`src/rtl/fb_pkg.sv`:
```
// Shared constants and state encoding for the frame-buffer write scheduler.
package fb_pkg;

    localparam int FB_WIDTH  = 800;
    localparam int FB_HEIGHT = 600;
    localparam int FB_PIXELS = FB_WIDTH * FB_HEIGHT;
    localparam int ADDR_W    = 19;
    localparam int DATA_W    = 6;
    localparam int SCAN_W    = 12;

    typedef enum logic [1:0] {
        IDLE  = 2'd0,
        SWEEP = 2'd1,
        DRAIN = 2'd2,
        PIXEL = 2'd3
    } fb_state_e;

endpackage

```
`src/rtl/fb_write_sched_if.sv`:
```
// Single-pixel write request channel between the game logic and the scheduler.
interface fb_write_sched_if;
    import fb_pkg::*;

    // px_req is raised with px_addr/px_data stable and held until a one-cycle
    // px_ack; the request is consumed on the cycle px_ack is high.
    logic              px_req;
    logic [ADDR_W-1:0] px_addr;
    logic [DATA_W-1:0] px_data;
    logic              px_ack;

    modport master (output px_req, output px_addr, output px_data, input px_ack);
    modport slave  (input px_req, input px_addr, input px_data, output px_ack);

endinterface

```
`src/rtl/fb_align_pipe.sv`:
```
// DEPTH-stage delay of {valid, addr} that lines sweep addresses up with the
// colour generator output; the final write enable also folds in the gate.
module fb_align_pipe
    import fb_pkg::*;
#(
    parameter int DEPTH = 1
) (
    input  logic              CLK,
    input  logic              rst_n,
    input  logic              in_valid,
    input  logic [ADDR_W-1:0] in_addr,
    input  logic              gate,
    output logic              out_valid,
    output logic              out_wen,
    output logic [ADDR_W-1:0] out_addr
);

    logic [DEPTH-1:0]  v_q;
    logic [ADDR_W-1:0] a_q [DEPTH];
    logic              wen_q;

    logic [DEPTH:0]    v_chain;
    logic [ADDR_W-1:0] a_chain [DEPTH+1];

    always_comb begin
        v_chain    = {v_q, in_valid};
        a_chain[0] = in_addr;
        for (int i = 0; i < DEPTH; i++) begin
            a_chain[i+1] = a_q[i];
        end
    end

    always_ff @(posedge CLK) begin
        if (!rst_n) begin
            v_q   <= '0;
            wen_q <= 1'b0;
            for (int i = 0; i < DEPTH; i++) begin
                a_q[i] <= '0;
            end
        end else begin
            for (int i = 0; i < DEPTH; i++) begin
                v_q[i] <= v_chain[i];
                a_q[i] <= a_chain[i];
            end
            // Gate is sampled on the edge that launches the write.
            wen_q <= v_chain[DEPTH-1] & gate;
        end
    end

    assign out_valid = v_q[DEPTH-1];
    assign out_wen   = wen_q;
    assign out_addr  = a_q[DEPTH-1];

endmodule

```
`src/rtl/fb_write_sched.sv`:
```
// Frame-buffer port A scheduler: full raster refill sweeps with colour
// alignment, interleaved with single-pixel writes while idle.
module fb_write_sched
    import fb_pkg::*;
#(
    parameter int WIDTH     = FB_WIDTH,
    parameter int HEIGHT    = FB_HEIGHT,
    parameter int COLOR_LAT = 1
) (
    input  logic              CLK,
    input  logic              rst_n,
    input  logic              frame_req,
    input  logic              enable,
    fb_write_sched_if.slave   px,
    output logic [SCAN_W-1:0] scan_x,
    output logic [SCAN_W-1:0] scan_y,
    input  logic [DATA_W-1:0] color_in,
    output logic              fb_wen,
    output logic [ADDR_W-1:0] fb_addr,
    output logic [DATA_W-1:0] fb_din,
    output logic              busy,
    output logic              frame_done,
    output fb_state_e         state_dbg
);

    localparam logic [SCAN_W-1:0] X_LAST = SCAN_W'(WIDTH - 1);
    localparam logic [SCAN_W-1:0] Y_LAST = SCAN_W'(HEIGHT - 1);
    localparam logic [ADDR_W-1:0] PIX_N  = ADDR_W'(WIDTH * HEIGHT);
    localparam int                DRW    = (COLOR_LAT > 1) ? $clog2(COLOR_LAT) : 1;
    localparam logic [DRW-1:0]    DR_LAST = DRW'(COLOR_LAT - 1);

    fb_state_e         state_q, state_d;
    logic              pending_q, pending_d;
    logic [SCAN_W-1:0] x_q, x_d, y_q, y_d;
    logic [ADDR_W-1:0] addr_q, addr_d;
    logic              issue_q, issue_d;
    logic [DRW-1:0]    drain_q, drain_d;
    logic [ADDR_W-1:0] pxa_q, pxa_d;
    logic [DATA_W-1:0] pxd_q, pxd_d;
    logic              px_wen_q, px_wen_d;
    logic              done_q, done_d;

    logic              slot_valid, slot_wen;
    logic [ADDR_W-1:0] slot_addr;

    always_ff @(posedge CLK) begin
        if (!rst_n) begin
            state_q   <= IDLE;
            pending_q <= 1'b0;
            x_q       <= '0;
            y_q       <= '0;
            addr_q    <= '0;
            issue_q   <= 1'b0;
            drain_q   <= '0;
            pxa_q     <= '0;
            pxd_q     <= '0;
            px_wen_q  <= 1'b0;
            done_q    <= 1'b0;
        end else begin
            state_q   <= state_d;
            pending_q <= pending_d;
            x_q       <= x_d;
            y_q       <= y_d;
            addr_q    <= addr_d;
            issue_q   <= issue_d;
            drain_q   <= drain_d;
            pxa_q     <= pxa_d;
            pxd_q     <= pxd_d;
            px_wen_q  <= px_wen_d;
            done_q    <= done_d;
        end
    end

    always_comb begin
        state_d   = state_q;
        pending_d = pending_q;
        x_d       = x_q;
        y_d       = y_q;
        addr_d    = addr_q;
        issue_d   = 1'b0;
        drain_d   = drain_q;
        pxa_d     = pxa_q;
        pxd_d     = pxd_q;
        px_wen_d  = 1'b0;
        done_d    = 1'b0;
        unique case (state_q)
            IDLE: begin
                if (frame_req || pending_q) begin
                    state_d   = SWEEP;
                    pending_d = 1'b0;
                    x_d       = '0;
                    y_d       = '0;
                    addr_d    = '0;
                    issue_d   = 1'b1;
                end else if (px.px_req) begin
                    state_d  = PIXEL;
                    pxa_d    = px.px_addr;
                    pxd_d    = px.px_data;
                    px_wen_d = enable && (px.px_addr < PIX_N);
                end
            end
            SWEEP: begin
                pending_d = pending_q | frame_req;
                if (x_q == X_LAST && y_q == Y_LAST) begin
                    state_d = DRAIN;
                    drain_d = '0;
                end else begin
                    // Address is a running count, so y*WIDTH+x needs no multiplier.
                    issue_d = 1'b1;
                    addr_d  = addr_q + 1'b1;
                    if (x_q == X_LAST) begin
                        x_d = '0;
                        y_d = y_q + 1'b1;
                    end else begin
                        x_d = x_q + 1'b1;
                    end
                end
            end
            DRAIN: begin
                pending_d = pending_q | frame_req;
                if (drain_q == DR_LAST) begin
                    state_d = IDLE;
                    done_d  = 1'b1;
                end else begin
                    drain_d = drain_q + 1'b1;
                end
            end
            PIXEL: begin
                pending_d = pending_q | frame_req;
                state_d   = IDLE;
            end
            default: state_d = IDLE;
        endcase
    end

    fb_align_pipe #(.DEPTH(COLOR_LAT)) u_align (
        .CLK       (CLK),
        .rst_n     (rst_n),
        .in_valid  (issue_q),
        .in_addr   (addr_q),
        .gate      (enable),
        .out_valid (slot_valid),
        .out_wen   (slot_wen),
        .out_addr  (slot_addr)
    );

    assign scan_x     = x_q;
    assign scan_y     = y_q;
    assign busy       = (state_q == SWEEP) || (state_q == DRAIN);
    assign frame_done = done_q;
    assign state_dbg  = state_q;
    assign px.px_ack  = (state_q == PIXEL);

    // The pipe is empty before PIXEL can be entered, so the two write sources
    // never overlap. color_in comes straight from the generator's own register.
    assign fb_wen  = slot_wen | px_wen_q;
    assign fb_addr = (state_q == PIXEL) ? pxa_q : (slot_valid ? slot_addr : '0);
    assign fb_din  = (state_q == PIXEL) ? pxd_q : (slot_valid ? color_in : '0);

endmodule

```
`src/flat_wrapper.sv`:
```
// flat-port wrapper written by rule: the top's interface ports become plain ports
module fb_write_sched_flat import fb_pkg::*;
#(
    parameter int WIDTH     = FB_WIDTH,
    parameter int HEIGHT    = FB_HEIGHT,
    parameter int COLOR_LAT = 1
)
  (CLK, rst_n, frame_req, enable, scan_x, scan_y, color_in, fb_wen, fb_addr, fb_din, busy, frame_done, state_dbg, px_px_req, px_px_addr, px_px_data, px_px_ack);
  fb_write_sched_if px_i ();
  input  logic CLK;
  input  logic rst_n;
  input  logic frame_req;
  input  logic enable;
  output logic [SCAN_W-1:0] scan_x;
  output logic [SCAN_W-1:0] scan_y;
  input  logic [DATA_W-1:0] color_in;
  output logic fb_wen;
  output logic [ADDR_W-1:0] fb_addr;
  output logic [DATA_W-1:0] fb_din;
  output logic busy;
  output logic frame_done;
  output fb_state_e state_dbg;
  input wire logic [$bits(px_i.px_req)-1:0] px_px_req;
  input wire logic [$bits(px_i.px_addr)-1:0] px_px_addr;
  input wire logic [$bits(px_i.px_data)-1:0] px_px_data;
  output wire logic [$bits(px_i.px_ack)-1:0] px_px_ack;
  assign px_i.px_req = px_px_req;
  assign px_i.px_addr = px_px_addr;
  assign px_i.px_data = px_px_data;
  assign px_px_ack = px_i.px_ack;
  fb_write_sched #(.WIDTH(WIDTH), .HEIGHT(HEIGHT), .COLOR_LAT(COLOR_LAT)) u_core (.CLK(CLK), .rst_n(rst_n), .frame_req(frame_req), .enable(enable), .px(px_i), .scan_x(scan_x), .scan_y(scan_y), .color_in(color_in), .fb_wen(fb_wen), .fb_addr(fb_addr), .fb_din(fb_din), .busy(busy), .frame_done(frame_done), .state_dbg(state_dbg));
endmodule
```
`config.mk`:
```
export PLATFORM = sky130hd
export DESIGN_NAME = fb_write_sched_flat
export DESIGN_NICKNAME = d
export VERILOG_FILES = /design/src/rtl/fb_pkg.sv /design/src/rtl/fb_write_sched_if.sv /design/src/rtl/fb_align_pipe.sv /design/src/rtl/fb_write_sched.sv /design/src/flat_wrapper.sv
export SDC_FILE = /design/constraint.sdc
export NUM_CORES = 1
export LEC_CHECK = 0
export CAP_MARGIN = 15
export CORE_ASPECT_RATIO = 0.7
export CORE_UTILIZATION = 46
export CTS_CLUSTER_DIAMETER = 50
export DETAILED_ROUTE_END_ITERATION = 10
export HOLD_SLACK_MARGIN = 0.15
export PLACE_DENSITY = 0.76
export SLEW_MARGIN = 20
export SYNTH_ARGS = -nofsm -noshare
export SYNTH_HDL_FRONTEND = slang
export SYNTH_SLANG_ARGS = --single-unit
```
`constraint.sdc`:
```
create_clock -name CLK -period 2.7 [get_ports CLK]
set_input_delay 0.54 -clock CLK [delete_from_list [all_inputs] [get_ports CLK]]
set_output_delay 0.54 -clock CLK [all_outputs]
set_load 0.01 [all_outputs]
```
# Yosys cells after proc, flatten, opt, wreduce, memory -nomap -nowiden
# Memory sizes are Yosys's and may differ from the RTL's.
# Cells that the tools add are included.
# Widths: inputs -> output; s select.
# word_totals
mem_bits_rw,19
out_inout_bits,55
reg_bits,77
elab_cells,85
mem_count,1
inputBits,36
# op_classes
magnitude_cmp,1
n_eq_ne,11
n_reduce_logical,16
bitwise,7
n_mux,32
n_addsub,4
# mem_list
name,depth,width,rd,rd_clocked_by_memory_dff,write_ports,line_no,source
u_core.u_align.a_q,1,19,1,0,1,fb_align_pipe.sv:19,logic [ADDR_W-1:0] a_q [DEPTH];
# op_table
operator,count
$mux 19,5
$mux 12,5
$pmux 12 s2,2
$pmux 19 s2,1
$add 12x1->12 const B,2
$eq 12x10->1 const B,2
$add 19x1->19 const B,1
$lt 19x19->1 const B,1
$reduce_or 19->1,1
$mux 6,2
$mux 1,9
$reduce_and 3->1,3
$mux 2,4
$pmux 2 s4,1
$ne 2x1->1 const B,3
$pmux 1 s2,3
$eq 2x2->1 const B,2
$ne 2x2->1 const B,2
$not 1->1,4
$reduce_and 2->1,2
$reduce_and 4->1,1
$reduce_bool 2->1,2
$reduce_or 4->1,1
$ne 3x2->1 const B,1
other kinds (8),11

# Depth between registers and ports, before layout
# Gate-level depths: netlist of the first run.
# logic_depth
word_depth,4
mapped_depth,11
mapped_depth_nobuf,7

# Hierarchy
# Synthesis of the first run repeated with hierarchy kept, for this count alone.
# unflattened
hier_cells,520
hier_area_um2,4316.6
# modules_own_cells
mod,seq_area_each_um2,cells_each,instances,area_per_inst_um2
fb_write_sched,1481.4,476,1,3749.8
fb_align_pipe,420.4,44,1,566.8

# Least setup slack after synthesis of the first run
# No wires, ideal clock.
# synth_timing
path_type,register to register
startpoint,register u_core.x_q[0] (netlist: u_core.scan_x[0])
endpoint,register u_core.y_q[10] (netlist: u_core.scan_y[10])
setup_slack_ps,111
arrival_ps,2531
path_stages_with_launch,8
setup_ps,58
n_path_buf,1
required_ps,2642
period_less_slack_ps,2589
cell_sequence,dfxtp_1 > ha_1 > or4b_4 > or4_1 > buf_2 > or4_4 > nor3_1 > o21a_1
# synth_between
elab_chain_len,4
elab_cells_between_ends,5
classes_between,3 x eq/ne; 2 x reduce/logical
# synth_rtl
item,line_no,source
"start, declared",fb_write_sched.sv:34,"logic [SCAN_W-1:0] x_q, x_d, y_q, y_d;"
"start signal, assigned",fb_write_sched.sv:50,x_q <= '0;
"start signal, assigned",fb_write_sched.sv:62,x_q <= x_d;
$eq 12x10->1 *,"fb_write_sched.sv:104, fb_write_sched.sv:111",
$logic_and 1x1->1,fb_write_sched.sv:104,if (x_q == X_LAST && y_q == Y_LAST) begin
$ne 2x2->1 (no source line),--,
$reduce_and 4->1 (no source line) *,--,
"end signal, assigned",fb_write_sched.sv:63,y_q <= y_d;
"end, declared",fb_write_sched.sv:34,
# Mark *: on every way between the ends. The rest lies on a longest branch, timed or not.
# A chain may end at the register's enable or synchronous reset.

# Worst setup path after layout of the first run
# layout_timing
startpoint,register u_core.state_q[0] (netlist: u_core.state_dbg[0])
endpoint,output fb_addr[10]
# layout_between
elab_chain_len,2
# layout_rtl
item,line_no,source
"start, declared",fb_write_sched.sv:32,"fb_state_e state_q, state_d;"
"start signal, assigned",fb_write_sched.sv:60,state_q <= state_d;
$eq 2x2->1,fb_write_sched.sv:157,assign fb_addr = (state_q == PIXEL) ? pxa_q : (slot_valid ? slot_addr : '0);
$mux 19,fb_write_sched.sv:157,
"end, declared",flat_wrapper.sv:18,output logic [ADDR_W-1:0] fb_addr;
# Every way passes these cells.

==> results of run 1 <==
## layout make-up
class	count	share of cell area [%]
Tap cell	124	2.73
Timing Repair Buffer	105	18.1
Clock inverter	7	1.15
Inverter	14	0.926
Multi-Input combinational cell	369	39.6
Sequential cell	95	33.5
Clock buffer	9	3.97
## timing repair
item,CTS,global route
hold buffers,0,0
endpoints found under the setup margin,0,9
gates resized for setup,0,7
## sequential cells by signal, indices dropped and copies added, names as in the netlist, 2 cells and up
signal,count
u_core.addr_q,19
u_core.pxa_q,19
u_core.pxd_q,6
u_core.scan_x,12
u_core.scan_y,12
u_core.state_dbg,2
u_core.u_align.a_q,19
## cell usage in the layout, fill, tap and decap left out, types with 3 or more instances in the layout
cell type        count
and3_1               7
clkdlybuf4s50_1     90
nand4b_1             9
o21ai_1              3
or2_2                3
a21boi_0            12
o22ai_1              7
dfxtp_1             95
o21ai_0             20
a22o_1              24
inv_6                4
a31oi_1              5
nand2_1             91
a2bb2oi_1            4
nor3_1               5
buf_4               13
nand4_1             10
or4_4                3
and2_1              18
o31ai_1              5
nor3b_1              3
nor2_1              14
ha_1                 7
inv_1               13
clkbuf_16            9
or3_1                5
a21oi_1             46
xor2_1               4
nand3_1             13
and4_1               7
nor4_1               5
o21a_1               4
xnor2_1              3
or4_1                9
## cell usage after synthesis, types with 2 or more instances
library cell,n,area (µm²)
a21boi_0,12,90.1
a21oi_1,46,230
a22o_1,24,210
a2bb2oi_1,4,35.0
a31oi_1,6,37.5
and2_1,18,113
and3_1,7,43.8
and4_1,7,61.3
buf_1,3,11.3
buf_2,3,15.0
buf_6,3,33.8
clkbuf_1,23,86.3
dfxtp_1,95,1900
ha_1,8,100
inv_1,13,48.8
mux2i_1,2,20.0
nand2_1,91,342
nand3_1,13,65.1
nand3b_1,2,15.0
nand4_1,10,62.6
nand4b_1,9,78.8
nor2_1,14,52.6
nor3_1,5,25.0
nor3b_1,3,22.5
nor4_1,5,31.3
o211ai_1,2,15.0
o21a_1,4,30.0
o21ai_0,21,105
o21ai_1,3,15.0
o22ai_1,7,43.8
o31ai_1,5,37.5
o41ai_1,2,17.5
or2_2,3,18.8
or3_1,5,31.3
or3b_2,2,17.5
or4_1,11,82.6
xnor2_1,3,26.3
xor2_1,4,35.0
## critical path: stages (launching register included)
cell	delay, ns
dfxtp_1	0.35
ha_1	0.23
nor2b_1	0.14
buf_6	0.23
a22o_1	0.19
clkdlybuf4s50_1	0.55
## kinds of logic (layout without fill, tap and decap cells)
family	Yosys count	count (layout)	synth area share [%]
AO/OA/AOI/OAI	142	142	21.6
buffers and inverters	46	135	4.60
multiplexers	2	2	0.463
adder cells (fa/ha/maj)	8	8	2.31
XOR/XNOR	7	7	1.42
AND/OR/NAND/NOR	210	210	25.7
flip-flops	95	95	44.0
## report_power, final
group	internal, mW	switching, mW	total, mW
logic	0.472	0.771	1.24
registers	1.49	0.0608	1.56
clock network	0.646	0.576	1.22
## final timing paths
check                                    startpoint                to  slack (ns)  depth (start not counted)
worst max-delay path            u_core.state_dbg[0]       fb_addr[10]        0.12                          5
worst min-delay path                u_core.pxd_q[0]   u_core.pxd_q[0]        0.46                          2
worst max register to register     u_core.scan_x[1]  u_core.scan_y[4]        0.13                          6
worst min register to register      u_core.pxd_q[0]   u_core.pxd_q[0]        0.46                          2
## routing by layer
| layer | up-vias | wire length [µm] | GRT usage (%) |
|---|---|---|---|
| met5 | - | 0 | 0 |
| met4 | 0 | 108 | 6.99 |
| li1 | 2018 | - | - |
| met1 | 1922 | 5410 | 32.2 |
| met3 | 10 | 742 | 5.84 |
| met2 | 153 | 4720 | 34.9 |
## metrics by stage
| step | setup slack, ns | instance area (µm²) |
|---|---|---|
| after floorplan | 0.111 | 4330 |
| after global placement | 0.152 | 5360 |
| after detailed placement | 0.0621 | 5360 |
| after CTS | 0.0659 | 5650 |
| after global routing | 0.0290 | 5670 |
| final | 0.121 | 5670 |
==> results.md, run 1 <==
* Outcome: completed
* Layout Skew at 0.00424 ns
* Core Util, Final at 62.3%
* Final Max Slew Viols at 0
* Setup TNS at 0 ns
* Fin. Hold Viols at 0
* Seq cells post-synth at 95
* Static leakage at 2.00 nW
* DIE HEIGHT at 83.1 µm
* Footprint of the multi-input gates at 2240 µm²
* WP data required at 2.16 ns
* Yosys warning count at 0
* Filler cells at 766
* Buffer count from post-CTS setup fixing at 0
* CP max FO at 24
* Routed WL per cell at 15.2 µm
* Critical path class: flop to output port
* Design Power at 4.02 mW
* First-pass GRT wire length at 18,600 µm
* Max Cap Violations at 0
* CTS tree: yes
* Post-synth EDFFs at 0
* Fin cells at 723
* Core ar. at 9110 µm²
* Register area at 1900 µm²
* Setup violators final at 0
* Total Wirelength at 11,000 µm
* Part of the cycle the worst path needs at 95.5%
* Placed Cells at 707
* Crit end category: output port
* Number of routed nets with antenna violations at 0
* Worst-case hold slack at 0.456 ns
* Mapped Cells at 510
* Ys async rst share at 0%
* Worst skew pair latency at 0.34 ns
* CTS buffer count at 9
* Worst vdd ir at 0.352 mV
* Nets@finish at 638
* Seq/Total Area, Yosys at 44.0%
* Overflow after GRT at 0
* Avg Vias per Cell at 5.67
* Startpoint types: flop
* Maximum clock path buffer count at 2
* Largest net degree at the start of global routing at 34
* Yosys cell types at 50
* DP HPWL at 7810 µm
* Reg clk slew, reported paths at 0.07 ns
* Post-Syn Area at 4330 µm²
* GRT Total Usage at 23.1%
* Row count at 29
* Die boundary width at 118 µm
* Starting Density at 47.5%
* Drt drc at 0
* Tmin final at 2.58 ns
* Port bufs at 90
* Power Dens Cells at 709 nW/µm²
* # IOs at 91
* Initial DRT Pass Iterations at 4
* RSZ-0062 raised after global routing: false
* Type of the most critical hold path: flop to flop
* Final Wtd Congestion at 0.912
* Initial antenna violation count at 0
* N_diodes at 0
* Worst-Margin Slew at 0.941 ns
* Syn Area/Cell at 8.48 µm²
* Post-synthesis to final-layout area growth at 31.2%
* Die area at 9800 µm²
* Ys flop type: dfxtp_1
* Layout cells sized above 1 at 7.51%
* H-tree depth at 3
* Sink Count at 95
* Achievable frequency at 388 MHz
* DR iter-0 viols at 310
* Clock root buffer: clkbuf_16
* Post-Syn Nets at 554
* Rel. slew slack at 37.0%
* Vias in the first global route at 3,910
* Via count at 4,103
* WP data arrival at 2.04 ns
Power figures use the tool's default switching activity.
==> inputs of run 2 (changes only) <==
--- a/config.mk
+++ b/config.mk
@@ -12,6 +12,7 @@
 export DETAILED_ROUTE_END_ITERATION = 10
 export HOLD_SLACK_MARGIN = 0.15
 export PLACE_DENSITY = 0.76
+export SKIP_LAST_GASP = 1
 export SLEW_MARGIN = 20
 export SYNTH_ARGS = -nofsm -noshare
 export SYNTH_HDL_FRONTEND = slang
==> run 2 against run 1 <==
Against the previous run:
- clock skew grew 0.0018 ns
- fmax down 0.19%
- critical path depth is 1 higher
- worst hold slack barely moved
- core utilization shrank 0.069 points
- power fell by 0.30%
- worst setup slack got worse by 0.0048 ns
- cell count is the same
- via count up 0.73%
- die area stayed put
- clock power is essentially flat
- global-route usage unchanged
- critical path type is now flop to flop
- largest cell class unchanged
==> results.md, run 2 (synthesis gave the netlist of run 1 again) <==
* Outcome: completed
* Part of the cycle the worst path needs at 95.7%
* Core ar. at 9110 µm²
* Setup violators final at 0
* Internal power at 2.61 mW
* Row count at 29
* Overflow after GRT at 0
* Commonest non-fill, non-tap cells in the layout: dfxtp_1, nand2_1, clkdlybuf4s50_1
* Crit end category: flop
* Sink Count at 95
* Hold_buf cts at 0
* Clk pwr share at 30.4%
* Achievable frequency at 387 MHz
* Die boundary width at 118 µm
* R2r endpoint: u_core.scan_x[7]
* Most used cell, CP: nor2_1
* Rel. slew slack at 40.3%
* Psw at 1.40 mW
* Worst Hold End: u_core.pxd_q[0]
* Initial DRT Pass Iterations at 5
* Most common cell after layout, fill and taps aside: dfxtp_1
* Placed Cells at 707
* Combinational power share at 30.8%
* Starting Density at 47.5%
* Tmin final at 2.58 ns
* Reg clk slew, reported paths at 0.07 ns
* Final Max Slew Viols at 0
* Avg Vias per Cell at 5.72
* Nets@finish at 638
* Largest net degree at the start of global routing at 34
* Drt drc at 0
* Register area at 1900 µm²
* Cell depth of the worst min-delay path at 2
* Worst path slowest cell: o21ai_1
* Filler cells at 766
* RR Startpoint: u_core.scan_x[1]
* Design Power at 4.01 mW
* # IOs at 91
* Layout Skew at 0.00604 ns
* HP Start: u_core.pxd_q[0]
* CTS buffer count at 9
* FF-to-FF setup slack at 0.12 ns
* Worst vdd ir at 0.350 mV
* Port bufs at 90
* Startpoint types: flop
* Fin. Hold Viols at 0
* Sw Ratio at 34.9%
* Type of the most critical hold path: flop to flop
* Initial antenna violation count at 0
* Crit-path max cell delay at 0.60 ns
* Worst-Margin Slew at 0.891 ns
* Fin cells at 723
* DR iter-0 viols at 304
* RSZ-0062 raised after global routing: true
* Power Dens Cells at 707 nW/µm²
* Layout cells sized above 1 at 7.18%
* Post-CTS Resized at 0
* Max Cap Violations at 0
* Via count at 4,133
* Die area at 9800 µm²
* Seq pwr share at 38.8%
* Setup TNS at 0 ns
* GRT Total Usage at 23.1%
* Static leakage at 2.00 nW
* WP data required at 2.90 ns
* Number of routed nets with antenna violations at 0
* Final Wtd Congestion at 0.912
* Routed WL per cell at 15.2 µm
* Total Wirelength at 11,000 µm
* DP HPWL at 7810 µm
* WP data arrival at 2.78 ns
* Clock root buffer: clkbuf_16
* Post-synthesis to final-layout area growth at 31.0%
* N_diodes at 0
* Regs by FF count: u_core.addr_q: 19 flops, u_core.pxa_q: 19 flops, u_core.u_align.a_q: 19 flops
* First-pass GRT wire length at 18,600 µm
* Critical-path cell list: ha_1 > or4b_4 > nor4_1 > nor2_1 > o21ai_1 > nor2_1
* DIE HEIGHT at 83.1 µm
* Footprint of the multi-input gates at 2240 µm²
* H-tree depth at 3
* Worst skew pair latency at 0.34 ns
* CTS tree: yes
* R2r worst-path depth at 6
* Critical path class: flop to flop
* Buffer count from post-CTS setup fixing at 0
* Maximum clock path buffer count at 2
* CP max FO at 10
* Vias in the first global route at 3,910
-- run 2: worst max-delay path by stage --
stage / start / to / slack, ns / depth (start not counted)
final: u_core.scan_x[1] / u_core.scan_x[7] / 0.12 / 6
after global routing: u_core.scan_x[1] / u_core.scan_x[0] / 0.002 / 6
after CTS: u_core.state_dbg[0] / fb_addr[10] / 0.07 / 5
after detailed placement: frame_req / u_core.scan_x[8] / 0.06 / 6
after global placement: frame_req / u_core.scan_x[10] / 0.15 / 7
after floorplan: u_core.scan_x[0] / u_core.scan_y[10] / 0.11 / 7
-- run 2: routing by layer --
layer  global-route usage (%)  share of wire, %
met5                        0                 0
met3                     5.84               7.4
met2                     34.9                42
met4                     6.99               1.1
met1                     32.2                49
-- run 2: through the flow --
stage / utilization (%) / hold WS (ns) / setup WS [ns] / instance area, µm²
2_1_floorplan: - / 0.428 / 0.111 / 4330
3_3_place_gp: 58.9 / 0.442 / 0.152 / 5360
3_5_place_dp: 58.9 / 0.448 / 0.0621 / 5360
4_1_cts: 62.0 / 0.458 / 0.0659 / 5650
5_1_grt: 62.2 / 0.484 / 0.00191 / 5670
6_report: 62.2 / 0.456 / 0.116 / 5670
-- run 2: cell type report --
class	instances	area share, %
multi-input cells	369	39.5
flip-flops and latches	95	33.6
repair buffers	105	18.2
clock buffers	9	3.97
well taps	124	2.74
clock inverters	7	1.15
inverters	14	0.927
-- run 2: critical path: cells and delay by family, from the launching register on --
family | cells | cell delay (ns)
adders and majority gates | 1 | 0.19
and+or+nand+nor | 4 | 1.26
DFF | 1 | 0.40
AOI/OAI and AO/OA | 1 | 0.60
-- run 2: power groups by stage --
| stage | sequential [mW] | combinational (mW) | clock (mW) |
|---|---|---|---|
| CTS | 1.55 | 1.22 | 1.24 |
| finish | 1.56 | 1.24 | 1.22 |
| global route | 1.57 | 1.35 | 1.30 |
| detailed placement | 1.59 | 1.21 | 0 |
| floorplan | 1.58 | 0.787 | 0 |
| global placement | 1.58 | 1.17 | 0 |
==> inputs of run 3 (changes only) <==
--- a/config.mk
+++ b/config.mk
@@ -5,6 +5,7 @@
 export SDC_FILE = /design/constraint.sdc
 export NUM_CORES = 1
 export LEC_CHECK = 0
+export ABC_CLOCK_PERIOD_IN_PS = 2700
 export CAP_MARGIN = 15
 export CORE_ASPECT_RATIO = 0.7
 export CORE_UTILIZATION = 46
==> results of run 3 <==
The final DEF is identical to that of run 2; final timing and power are the same.
